$ cat config.mk
export PLATFORM = sky130hd
export DESIGN_NAME = sevenseg_scan_ctrl
export DESIGN_NICKNAME = d
export VERILOG_FILES = /design/src/rtl/sevenseg_scan_ctrl.sv
export SDC_FILE = /design/constraint.sdc
export NUM_CORES = 1
export LEC_CHECK = 0
export CORE_MARGIN = 2
export CORE_UTILIZATION = 57
export DETAILED_ROUTE_END_ITERATION = 12
export GPL_TIMING_DRIVEN = 0
export PLACE_DENSITY = 0.79
export SLEW_MARGIN = 20
export SYNTH_ARGS = -nofsm -noshare
export SYNTH_HDL_FRONTEND = slang
export SYNTH_SLANG_ARGS = --single-unit
$ cat constraint.sdc
create_clock -name clk -period 2.88 [get_ports clk]
set_clock_uncertainty 0.2 [all_clocks]
set_input_delay 0.864 -clock clk [delete_from_list [all_inputs] [get_ports clk]]
set_output_delay 0.864 -clock clk [all_outputs]
set_load 0.05 [all_outputs]
$ cat src/rtl/sevenseg_scan_ctrl.sv
// Time-multiplexed 7-segment scan controller: rotates one-hot digit selects with a
// blanking guard between digits and swaps in newly loaded values only at frame boundaries.
module sevenseg_scan_ctrl #(
  parameter int NUM_DIGITS   = 4,
  parameter int SLOT_CYCLES  = 50000,
  parameter int BLANK_CYCLES = 16
) (
  input  logic                    clk,
  input  logic                    rst,
  input  logic                    enable,
  input  logic                    lz_suppress,
  input  logic                    load,
  input  logic [4*NUM_DIGITS-1:0] value,
  input  logic [NUM_DIGITS-1:0]   dp_in,
  output logic                    load_ack,
  output logic [3:0]              digit_number,
  output logic [NUM_DIGITS-1:0]   digit_sel,
  output logic                    seg_blank,
  output logic                    dp_out,
  output logic                    frame_done
);

  localparam int IW   = $clog2(NUM_DIGITS);
  localparam int MAXC = (SLOT_CYCLES > BLANK_CYCLES) ? SLOT_CYCLES : BLANK_CYCLES;
  localparam int CW   = $clog2(MAXC + 1);

  localparam logic [1:0] IDLE  = 2'd0;
  localparam logic [1:0] BLANK = 2'd1;
  localparam logic [1:0] SHOW  = 2'd2;

  localparam logic [CW-1:0] SLOT_LAST  = CW'(SLOT_CYCLES - 1);
  localparam logic [CW-1:0] BLANK_LAST = CW'(BLANK_CYCLES - 1);
  localparam logic [IW-1:0] LAST_IDX   = IW'(NUM_DIGITS - 1);

  logic [1:0]              state, nxt_state;
  logic [CW-1:0]           cnt, nxt_cnt;
  logic [IW-1:0]           idx, nxt_idx;
  logic [4*NUM_DIGITS-1:0] act_val, nxt_act_val, sh_val, nxt_sh_val;
  logic [NUM_DIGITS-1:0]   act_dp, nxt_act_dp, sh_dp, nxt_sh_dp;
  logic                    pending, nxt_pending, ack_n;
  logic                    frame_end, xfer, zero_hi;
  logic                    show_n, blank_n, dp_n, fd_n;
  logic [3:0]              num_n;
  logic [NUM_DIGITS-1:0]   sel_n;

  always_comb begin
    frame_end = (state == SHOW) && (cnt == SLOT_LAST) && (idx == LAST_IDX);
    xfer      = (state == IDLE) || frame_end;

    nxt_state = state;
    nxt_cnt   = cnt;
    nxt_idx   = idx;
    if (!enable) begin
      nxt_state = IDLE;
      nxt_cnt   = '0;
      nxt_idx   = '0;
    end else begin
      case (state)
        IDLE: begin
          nxt_state = BLANK;
          nxt_cnt   = '0;
          nxt_idx   = '0;
        end
        BLANK: begin
          if (cnt == BLANK_LAST) begin
            nxt_state = SHOW;
            nxt_cnt   = '0;
          end else nxt_cnt = cnt + CW'(1);
        end
        SHOW: begin
          if (cnt == SLOT_LAST) begin
            nxt_state = BLANK;
            nxt_cnt   = '0;
            nxt_idx   = (idx == LAST_IDX) ? '0 : idx + IW'(1);
          end else nxt_cnt = cnt + CW'(1);
        end
        default: begin
          nxt_state = IDLE;
          nxt_cnt   = '0;
          nxt_idx   = '0;
        end
      endcase
    end

    // A load landing on a transfer cycle bypasses the shadow and goes live directly.
    nxt_act_val = act_val;
    nxt_act_dp  = act_dp;
    nxt_sh_val  = sh_val;
    nxt_sh_dp   = sh_dp;
    nxt_pending = pending;
    ack_n       = 1'b0;
    if (xfer && load) begin
      nxt_act_val = value;
      nxt_act_dp  = dp_in;
      nxt_pending = 1'b0;
      ack_n       = 1'b1;
    end else if (xfer && pending) begin
      nxt_act_val = sh_val;
      nxt_act_dp  = sh_dp;
      nxt_pending = 1'b0;
      ack_n       = 1'b1;
    end else if (load) begin
      nxt_sh_val  = value;
      nxt_sh_dp   = dp_in;
      nxt_pending = 1'b1;
    end

    // Outputs are decoded from next-state values so the registered outputs line up
    // with the state they describe.
    show_n  = (nxt_state == SHOW);
    zero_hi = 1'b1;
    num_n   = 4'd0;
    dp_n    = 1'b0;
    sel_n   = '0;
    for (int i = 0; i < NUM_DIGITS; i++) begin
      if (i >= int'(nxt_idx) && nxt_act_val[4*i +: 4] != 4'd0) zero_hi = 1'b0;
      if (show_n && i == int'(nxt_idx)) begin
        num_n    = nxt_act_val[4*i +: 4];
        dp_n     = nxt_act_dp[i];
        sel_n[i] = 1'b1;
      end
    end
    blank_n = !show_n || (lz_suppress && (nxt_idx != '0) && zero_hi);
    fd_n    = show_n && (nxt_cnt == SLOT_LAST) && (nxt_idx == LAST_IDX);
  end

  always_ff @(posedge clk) begin
    if (rst) begin
      state        <= IDLE;
      cnt          <= '0;
      idx          <= '0;
      act_val      <= '0;
      act_dp       <= '0;
      sh_val       <= '0;
      sh_dp        <= '0;
      pending      <= 1'b0;
      load_ack     <= 1'b0;
      digit_number <= 4'd0;
      digit_sel    <= '0;
      seg_blank    <= 1'b1;
      dp_out       <= 1'b0;
      frame_done   <= 1'b0;
    end else begin
      state        <= nxt_state;
      cnt          <= nxt_cnt;
      idx          <= nxt_idx;
      act_val      <= nxt_act_val;
      act_dp       <= nxt_act_dp;
      sh_val       <= nxt_sh_val;
      sh_dp        <= nxt_sh_dp;
      pending      <= nxt_pending;
      load_ack     <= ack_n;
      digit_number <= num_n;
      digit_sel    <= sel_n;
      seg_blank    <= blank_n;
      dp_out       <= dp_n;
      frame_done   <= fd_n;
    end
  end

endmodule

# --- Word level (Yosys, flattened, before mapping) ---
# Cells that the tools add are included.
totals:
  ff_bits: 73
  inputBits: 25
  elab_cells: 93
op_classes:
  n_addsub: 2
  order_cmp: 3
  eq_ne: 11
  muxes: 34
  n_bitwise: 2
  reduce_logical: 27
op_table:
  columns: ["operator", "n"]
  rows:
  - ["2-to-1 mux 16 bit", 5]
  - ["equality test 16 bit, second input constant", 2]
  - ["one-hot mux 16 bit (2 select lines)", 1]
  - ["2-to-1 mux 4 bit", 6]
  - ["adder 16 x 1 -> 16 bit, second input constant", 1]
  - ["equality test 16 x 4 -> 1 bit, second input constant", 1]
  - ["nonzero test 4 bit", 4]
  - ["logical AND 1 bit", 15]
  - ["2-to-1 mux 1 bit", 14]
  - ["2-to-1 mux 2 bit", 6]
  - ["equality test 2 bit, second input constant", 4]
  - ["one-hot mux 2 bit (3 select lines)", 1]
  - ["equality test 2 bit, first input constant", 2]
  - ["greater-or-equal comparator 1 x 2 -> 1 bit, first input constant", 2]
  - ["zero test 2 bit", 2]
  - ["one-hot mux 2 bit (2 select lines)", 1]
  - ["AND reduction 3 bit", 1]
  - ["OR reduction 3 bit", 1]
  - ["adder 2 x 1 -> 2 bit, second input constant", 1]
  - ["equality test 1 x 2 -> 1 bit, first input constant", 1]
  - ["equality test 2 x 1 -> 1 bit, second input constant", 1]
  - ["greater-or-equal comparator 2 bit, first input constant", 1]
  - ["logical OR 1 bit", 2]
  - ["inverter 1 bit", 2]
  - ["other kinds (2)", 2]

# --- Longest topological paths before layout ---
# Gate-level depths: netlist (run 1).
logic_depth:
  ltp_word: 15
  depth_mapped: 11
  ltp_nobuf: 9

# --- Worst setup path before layout (run 1) ---
# Ideal clock, no wire load.
synth_timing:
  path_kind: "in2reg"
  start: "in load"
  end: "reg seg_blank"
  setup_time_ps: 87
  arrival_ps: 2457
  required_ps: 2593
  setup_slack_ps: 136
  stages: 8
  path_buffers: 3
  path_cell_list: "clkbuf_1 -> clkbuf_1 -> clkbuf_1 -> o21ai_0 -> mux2i_1 -> nand3_1 -> o31a_1 -> o31ai_1"
synth_between:
  elab_chain_len: 10
  elab_cells_between_ends: 15
  cone_classes: "mux: 5; reduce/logical: 10"
synth_lines:
  columns: ["element", "line", "source"]
  rows:
  - ["from (decl)", "12", "input logic load,"]
  - ["logical AND 1 bit (*)", "92", "if (xfer && load) begin"]
  - ["2-to-1 mux 16 bit (*)", "92", null]
  - ["nonzero test 4 bit", "116", "if (i >= int'(nxt_idx) && nxt_act_val[4*i +: 4] != 4'd0) zero_hi = 1'b0;"]
  - ["logical AND 1 bit", "116", null]
  - ["2-to-1 mux 1 bit (3 in series)", "116", null]
  - ["2-to-1 mux 1 bit (*)", "116", null]
  - ["logical AND 1 bit (*)", "123", "blank_n = !show_n || (lz_suppress && (nxt_idx != '0) && zero_hi);"]
  - ["logical OR 1 bit (*)", "123", null]
  - ["to (signal assigned)", "155", "seg_blank <= blank_n;"]
  - ["to (decl)", "18", "output logic seg_blank,"]
# Mark *: on every way between the ends. The rest lies on a longest branch, timed or not.
# A chain may end at the register's enable or synchronous reset.

# --- Worst setup path in the final report (run 1) ---
layout_timing:
  start: "reg state[0]"
  end: "reg digit_number[3]"
layout_between:
  elab_chain_len: 11
  elab_cells_between_ends: 29
  cone_classes: "eq/ne: 6; mux: 12; reduce/logical: 11"
layout_lines:
  columns: ["element", "line", "source"]
  rows:
  - ["from (decl)", "35", "logic [1:0] state, nxt_state;"]
  - ["from (signal assigned)", "144", "state <= nxt_state;"]
  - ["branches (longest 10 deep; another with 2-to-1 mux 4 bit)", null, null]
  - ["2-to-1 mux 4 bit (*)", "117", "if (show_n && i == int'(nxt_idx)) begin"]
  - ["to (signal assigned)", "153", "digit_number <= num_n;"]
  - ["to (decl)", "16", "output logic [3:0] digit_number,"]
# Every way passes the cells marked *.

==> results.tsv, run 1 <==
metric	value	unit
outcome	complete, no violations	
final setup fails	0	
initial antenna violation count	0	
P_leak	1.78	nW
Setup CP Type	register to register	
Placed Cells	587	
top_reg_cell synth	dfxtp_1	
Yosys cell types	60	
Antenna Nets Post-Route	0	
synthesized area	3930	µm²
startpoint types	register	
synthesized area per cell	8.34	µm²
pin count of the biggest net entering global routing	13	
yosys warns	0	
area grow syn2layout	27.4	%
max_slew headroom	0.557	
DR pass1 iterations	5	
detail-routed via count per cell	6.66	
routed length per placed instance	19.5	µm
Power Dens Cells	475	nW/µm²
RD Place Congestion	0.906	
WP data required	2.93	ns
Layout Nets	561	
vias in the first global route	3766	
crit share post-route	0.981	
number of synthesized register bits	73	
Post-Syn Nets	502	
CORE AREA	6720	µm²
DP Wirelength	7.84	mm
CTS tree	yes	
Cell Rows	30	
Final Hold Slack	0.235	ns
Die Wd	87.0	µm
Clock Tree Root	clkbuf_8	
vias post-DR	4093	
Post-synth EDFFs	0	
fmax	354	MHz
Peak VDD IR	313	µV
DR DRC count	0	
Port-buffer cells	36	
Hold Crit Class	register to register	
Synth async-reset ratio	0	
Congestion Overflow GR	0	
Final Max Slew Viols	0	
fin crit period	2.82	ns
clock sink total	73	
first-pass GRT wire length	18.2	mm
sequential cell area fraction in the yosys report	0.372	
WL final	12.0	mm
CTS H-Tree Depth	3	
Starting DRT DRC Count	422	
clk_lat worst skew	0.37	ns
final std cells w/o fill	615	
Fin. Hold Viols	0	
IO Count	37	
die area	7580	µm²
clk buf depth	2	
CP arrival	2.88	ns
MaxCap Viol Count	0	
Inserted Diodes	0	
Worst Tran Pin Value	0.664	ns
Worst Setup End Kind	register	
die height	87.0	µm
GRT Util Overall	0.313	
clock-pin slew on the worst setup and hold paths	0.08	ns
ratio of cells with drive above 1 in the final layout	0.187	
Post-Synthesis Cells	471	
Crit Path Max Fanout	10	
initial cell density of the core	0.585	
leading cell types in the layout, fill and taps excluded	nor2_1 (71), dfxtp_1 (71), clkdlybuf4s50_1 (35)	
TritonCTS Buffers	9	
==> per-stage QoR <==
| step | total power [mW] | util | worst slack (ns) | area, µm² | setup TNS (ns) |
|---|---|---|---|---|---|
| after global placement | 1.37 | 0.653 | -1.19 | 4390 | -27.50 |
| after detailed placement | 1.38 | 0.653 | -1.32 | 4390 | -29.80 |
| after CTS | 2.34 | 0.719 | 0.00908 | 4830 | 0 |
| after global routing | 2.44 | 0.745 | -0.0450 | 5010 | -0.0963 |
| final | 2.38 | 0.745 | 0.0553 | 5010 | 0 |
| after floorplan | 1.28 | - | 0.136 | 3930 | 0 |
==> layer usage <==
metal  vias to the layer above  share of wire  track usage
met5                         -              0            0
met4                         0          0.036        0.151
met3                        47          0.096       0.0673
met2                       250           0.46        0.505
met1                      1946           0.41        0.398
li1                       1850              -            -
==> state kept, by name, summed over array words and instances, names as in the netlist <==
signal / flops
act_val: 16
cnt: 16
sh_val: 16
act_dp: 4
digit_number: 4
digit_sel: 4
sh_dp: 4
idx: 2
state: 2
dp_out: 1
frame_done: 1
load_ack: 1
pending: 1
seg_blank: 1
==> power breakdown <==
| part | internal, mW | leakage, nW | total (mW) | switching, mW |
|---|---|---|---|---|
| sequential | 1.04 | 0.595 | 1.07 | 0.0233 |
| combinational | 0.162 | 1.07 | 0.370 | 0.208 |
| clock | 0.532 | 0.115 | 0.939 | 0.407 |
| total | 1.74 | 1.78 | 2.38 | 0.639 |
==> worst max-delay path: stages (launching register included) <==
cell	delay (ns)
dfxtp_1	0.38
inv_2	0.08
ha_2	0.21
clkbuf_8	0.16
nand4_1	0.18
or2_1	0.16
buf_6	0.19
a21oi_2	0.12
a221oi_2	0.44
o21ai_1	0.18
a2111oi_4	0.41
==> cell families after synthesis <==
kind of cell,count (synthesis),synth area share
xor+xnor,15,0.0334
buf+inv,46,0.0487
mux,41,0.106
simple gates,181,0.224
compound gates,109,0.197
fa+ha+maj,6,0.0191
flops,73,0.372
==> path summary, 6_finish.rpt <==
check | slack [ns] | to | start | depth (start not counted)
setup / recovery | 0.06 | digit_number[3]$_SDFF_PP0_ | state[0]$_SDFF_PP0_ | 10
hold / removal | 0.24 | cnt[0]$_SDFF_PP0_ | cnt[0]$_SDFF_PP0_ | 1
setup reg to reg | 0.06 | digit_number[3]$_SDFF_PP0_ | state[0]$_SDFF_PP0_ | 10
hold reg to reg | 0.24 | cnt[0]$_SDFF_PP0_ | cnt[0]$_SDFF_PP0_ | 1
==> cell usage after synthesis (7+ instances only) <==
master / count / area (µm²)
a21oi_1: 15 / 75.1
nor2_1: 72 / 270
xnor2_1: 10 / 87.6
nand4_1: 8 / 50.1
dfxtp_1: 73 / 1460
mux2i_1: 37 / 370
o22ai_1: 14 / 87.6
clkbuf_1: 23 / 86.3
nand2_1: 23 / 86.3
and3_1: 9 / 56.3
inv_1: 12 / 45.0
nand3_1: 15 / 75.1
a31oi_1: 7 / 43.8
o21ai_0: 18 / 90.1
nor3_1: 17 / 85.1
==> repair_timing <==
action                                  CTS  global route
endpoints found under the setup margin   42             8
setup buffers                             7             7
gates resized for setup                  49            39
hold buffers                              0             0
pin swaps                                 6             9
==> layout make-up <==
cell class / instances / area [µm²]
inverters: 13 / 57.6
fillers: 476 / 1710
clock buffers: 11 / 151
well taps: 80 / 100
clock inverters: 5 / 77.6
plain buffers: 31 / 233
repair buffers: 50 / 468
flip-flops and latches: 73 / 1460
multi-input cells: 352 / 2460
(Power assumes the default switching activity.)
==> inputs of run 2 (changes only) <==
--- a/config.mk
+++ b/config.mk
@@ -10,6 +10,7 @@
 export DETAILED_ROUTE_END_ITERATION = 12
 export GPL_TIMING_DRIVEN = 0
 export PLACE_DENSITY = 0.79
+export SKIP_CTS_REPAIR_TIMING = 1
 export SLEW_MARGIN = 20
 export SYNTH_ARGS = -nofsm -noshare
 export SYNTH_HDL_FRONTEND = slang
==> run 2 against run 1 <==
Against the previous run: sequential share of layout area up 0.44 points; cell area decreased by 1.3%; critical path type unchanged; the run now ends with negative setup slack left; largest cell class unchanged; utilization is 0.99 points lower; critical path depth decreased by 1; sequential power barely moved.
==> results.tsv, run 2 (synthesis gave the netlist of run 1 again) <==
metric	value	unit
DP Wirelength	7.84	mm
Congestion Overflow GR	0	
Starting DRT DRC Count	447	
detail-routed via count per cell	6.59	
outcome	complete, but fails checks	
DR DRC count	0	
IO Count	37	
vias post-DR	4011	
CP arrival	2.94	ns
Worst path max stage delay	0.47	ns
die area	7580	µm²
TritonCTS Buffers	9	
hold path depth	1	
Final Max Slew Viols	0	
area grow syn2layout	25.7	%
Cell Rows	30	
Worst Tran Pin Value	0.670	ns
ratio of cells with drive above 1 in the final layout	0.168	
r2r startpoint	state[1]$_SDFF_PP0_	
Levels on crit path	9	
leading cell types in the layout, fill and taps excluded	dfxtp_1 (71), nor2_1 (70), clkdlybuf4s50_1 (35)	
R2R cell count	9	
HP Start	cnt[0]$_SDFF_PP0_	
Power Dens Cells	476	nW/µm²
GRT Util Overall	0.302	
MaxCap Viol Count	0	
die height	87.0	µm
worst path buffer plus inverter count	2	
CP top delay family	compound AO/OA/AOI/OAI gates	
initial cell density of the core	0.585	
CTS tree	yes	
Peak VDD IR	312	µV
Crit Path Max Fanout	10	
total power	2.35	mW
clock sink total	73	
WL final	11.7	mm
vias in the first global route	3662	
RD Place Congestion	0.906	
Fin. Hold Viols	0	
Inserted Diodes	0	
RSZ-0062 raised after global routing	true	
Port-buffer cells	36	
fmax	347	MHz
crit share post-route	1.00	
pin count of the biggest net entering global routing	13	
clk_lat worst skew	0.37	ns
Setup CP Type	register to register	
CP cell instances	inv_1 -> ha_1 -> nand2_1 -> clkbuf_1 -> o32a_1 -> o221ai_1 -> mux2i_1 -> a211oi_2 -> a2111oi_4	
Worst Setup End Kind	register	
max_slew headroom	0.553	
clock-pin slew on the worst setup and hold paths	0.08	ns
clk buf depth	2	
sum of negative setup slack	-0.00290	ns
crit path max-delay cell type	clkbuf_1	
most common cell after layout, fill and taps aside	dfxtp_1	
Placed Cells	587	
CORE AREA	6720	µm²
Clock Tree Root	clkbuf_8	
initial antenna violation count	0	
final instance area	4940	µm²
Cell Area, Placed	4390	µm²
Antenna Nets Post-Route	0	
Layout Nets	555	
biggest regs	act_val: 16 flops, cnt: 16 flops, sh_val: 16 flops	
fin util	0.735	
routed length per placed instance	19.2	µm
final worst-path setup slack	-0.00290	ns
P_leak	1.75	nW
failing checks	negative setup slack	
final std cells w/o fill	609	
DR pass1 iterations	5	
first-pass GRT wire length	17.6	mm
pre-CTS WS	-1.32	ns
final setup fails	1	
CTS H-Tree Depth	3	
startpoint types	register	
WP data required	2.93	ns
Hold Crit Class	register to register	
fin crit period	2.88	ns
worst setup path startpoint	state[1]$_SDFF_PP0_	
Final Hold Slack	0.253	ns
Die Wd	87.0	µm
-- run 2: cell type report --
| cell class | count | area (µm²) |
|---|---|---|
| Buffer | 30 | 184 |
| Tap cell | 80 | 100 |
| Sequential cell | 73 | 1470 |
| Clock inverter | 5 | 77.6 |
| Timing Repair Buffer | 45 | 425 |
| Fill cell | 490 | 1780 |
| Clock buffer | 11 | 151 |
| Multi-Input combinational cell | 352 | 2490 |
| Inverter | 13 | 48.8 |
-- run 2: worst paths after layout --
| path | endpoint | slack, ns |
|---|---|---|
| worst max-delay path | digit_number[2]$_SDFF_PP0_ | -0.003 |
| worst min-delay path | cnt[0]$_SDFF_PP0_ | 0.25 |
| worst max register to register | digit_number[2]$_SDFF_PP0_ | -0.003 |
| worst min register to register | cnt[0]$_SDFF_PP0_ | 0.25 |
-- run 2: worst reg2reg max path, stage by stage (launching register included) --
cell and delay (ns):
dfxtp_1 0.41, inv_1 0.11, ha_1 0.24, nand2_1 0.11, clkbuf_1 0.47, o32a_1 0.26, o221ai_1 0.12, mux2i_1 0.35
a211oi_2 0.16, a2111oi_4 0.36
-- run 2: metal layers --
metal	up-vias	global-route usage	wire (µm)
li1	1836	-	-
met1	1909	0.383	4780
met2	227	0.492	5460
met3	39	0.0578	1020
met4	0	0.149	441
met5	-	0	0
-- run 2: report_power, final --
| part | total [mW] | internal [mW] | switching, mW |
|---|---|---|---|
| Sequential | 1.07 | 1.04 | 0.0228 |
| Clock | 0.934 | 0.532 | 0.402 |
| Combinational | 0.351 | 0.148 | 0.203 |
| Total | 2.35 | 1.72 | 0.628 |
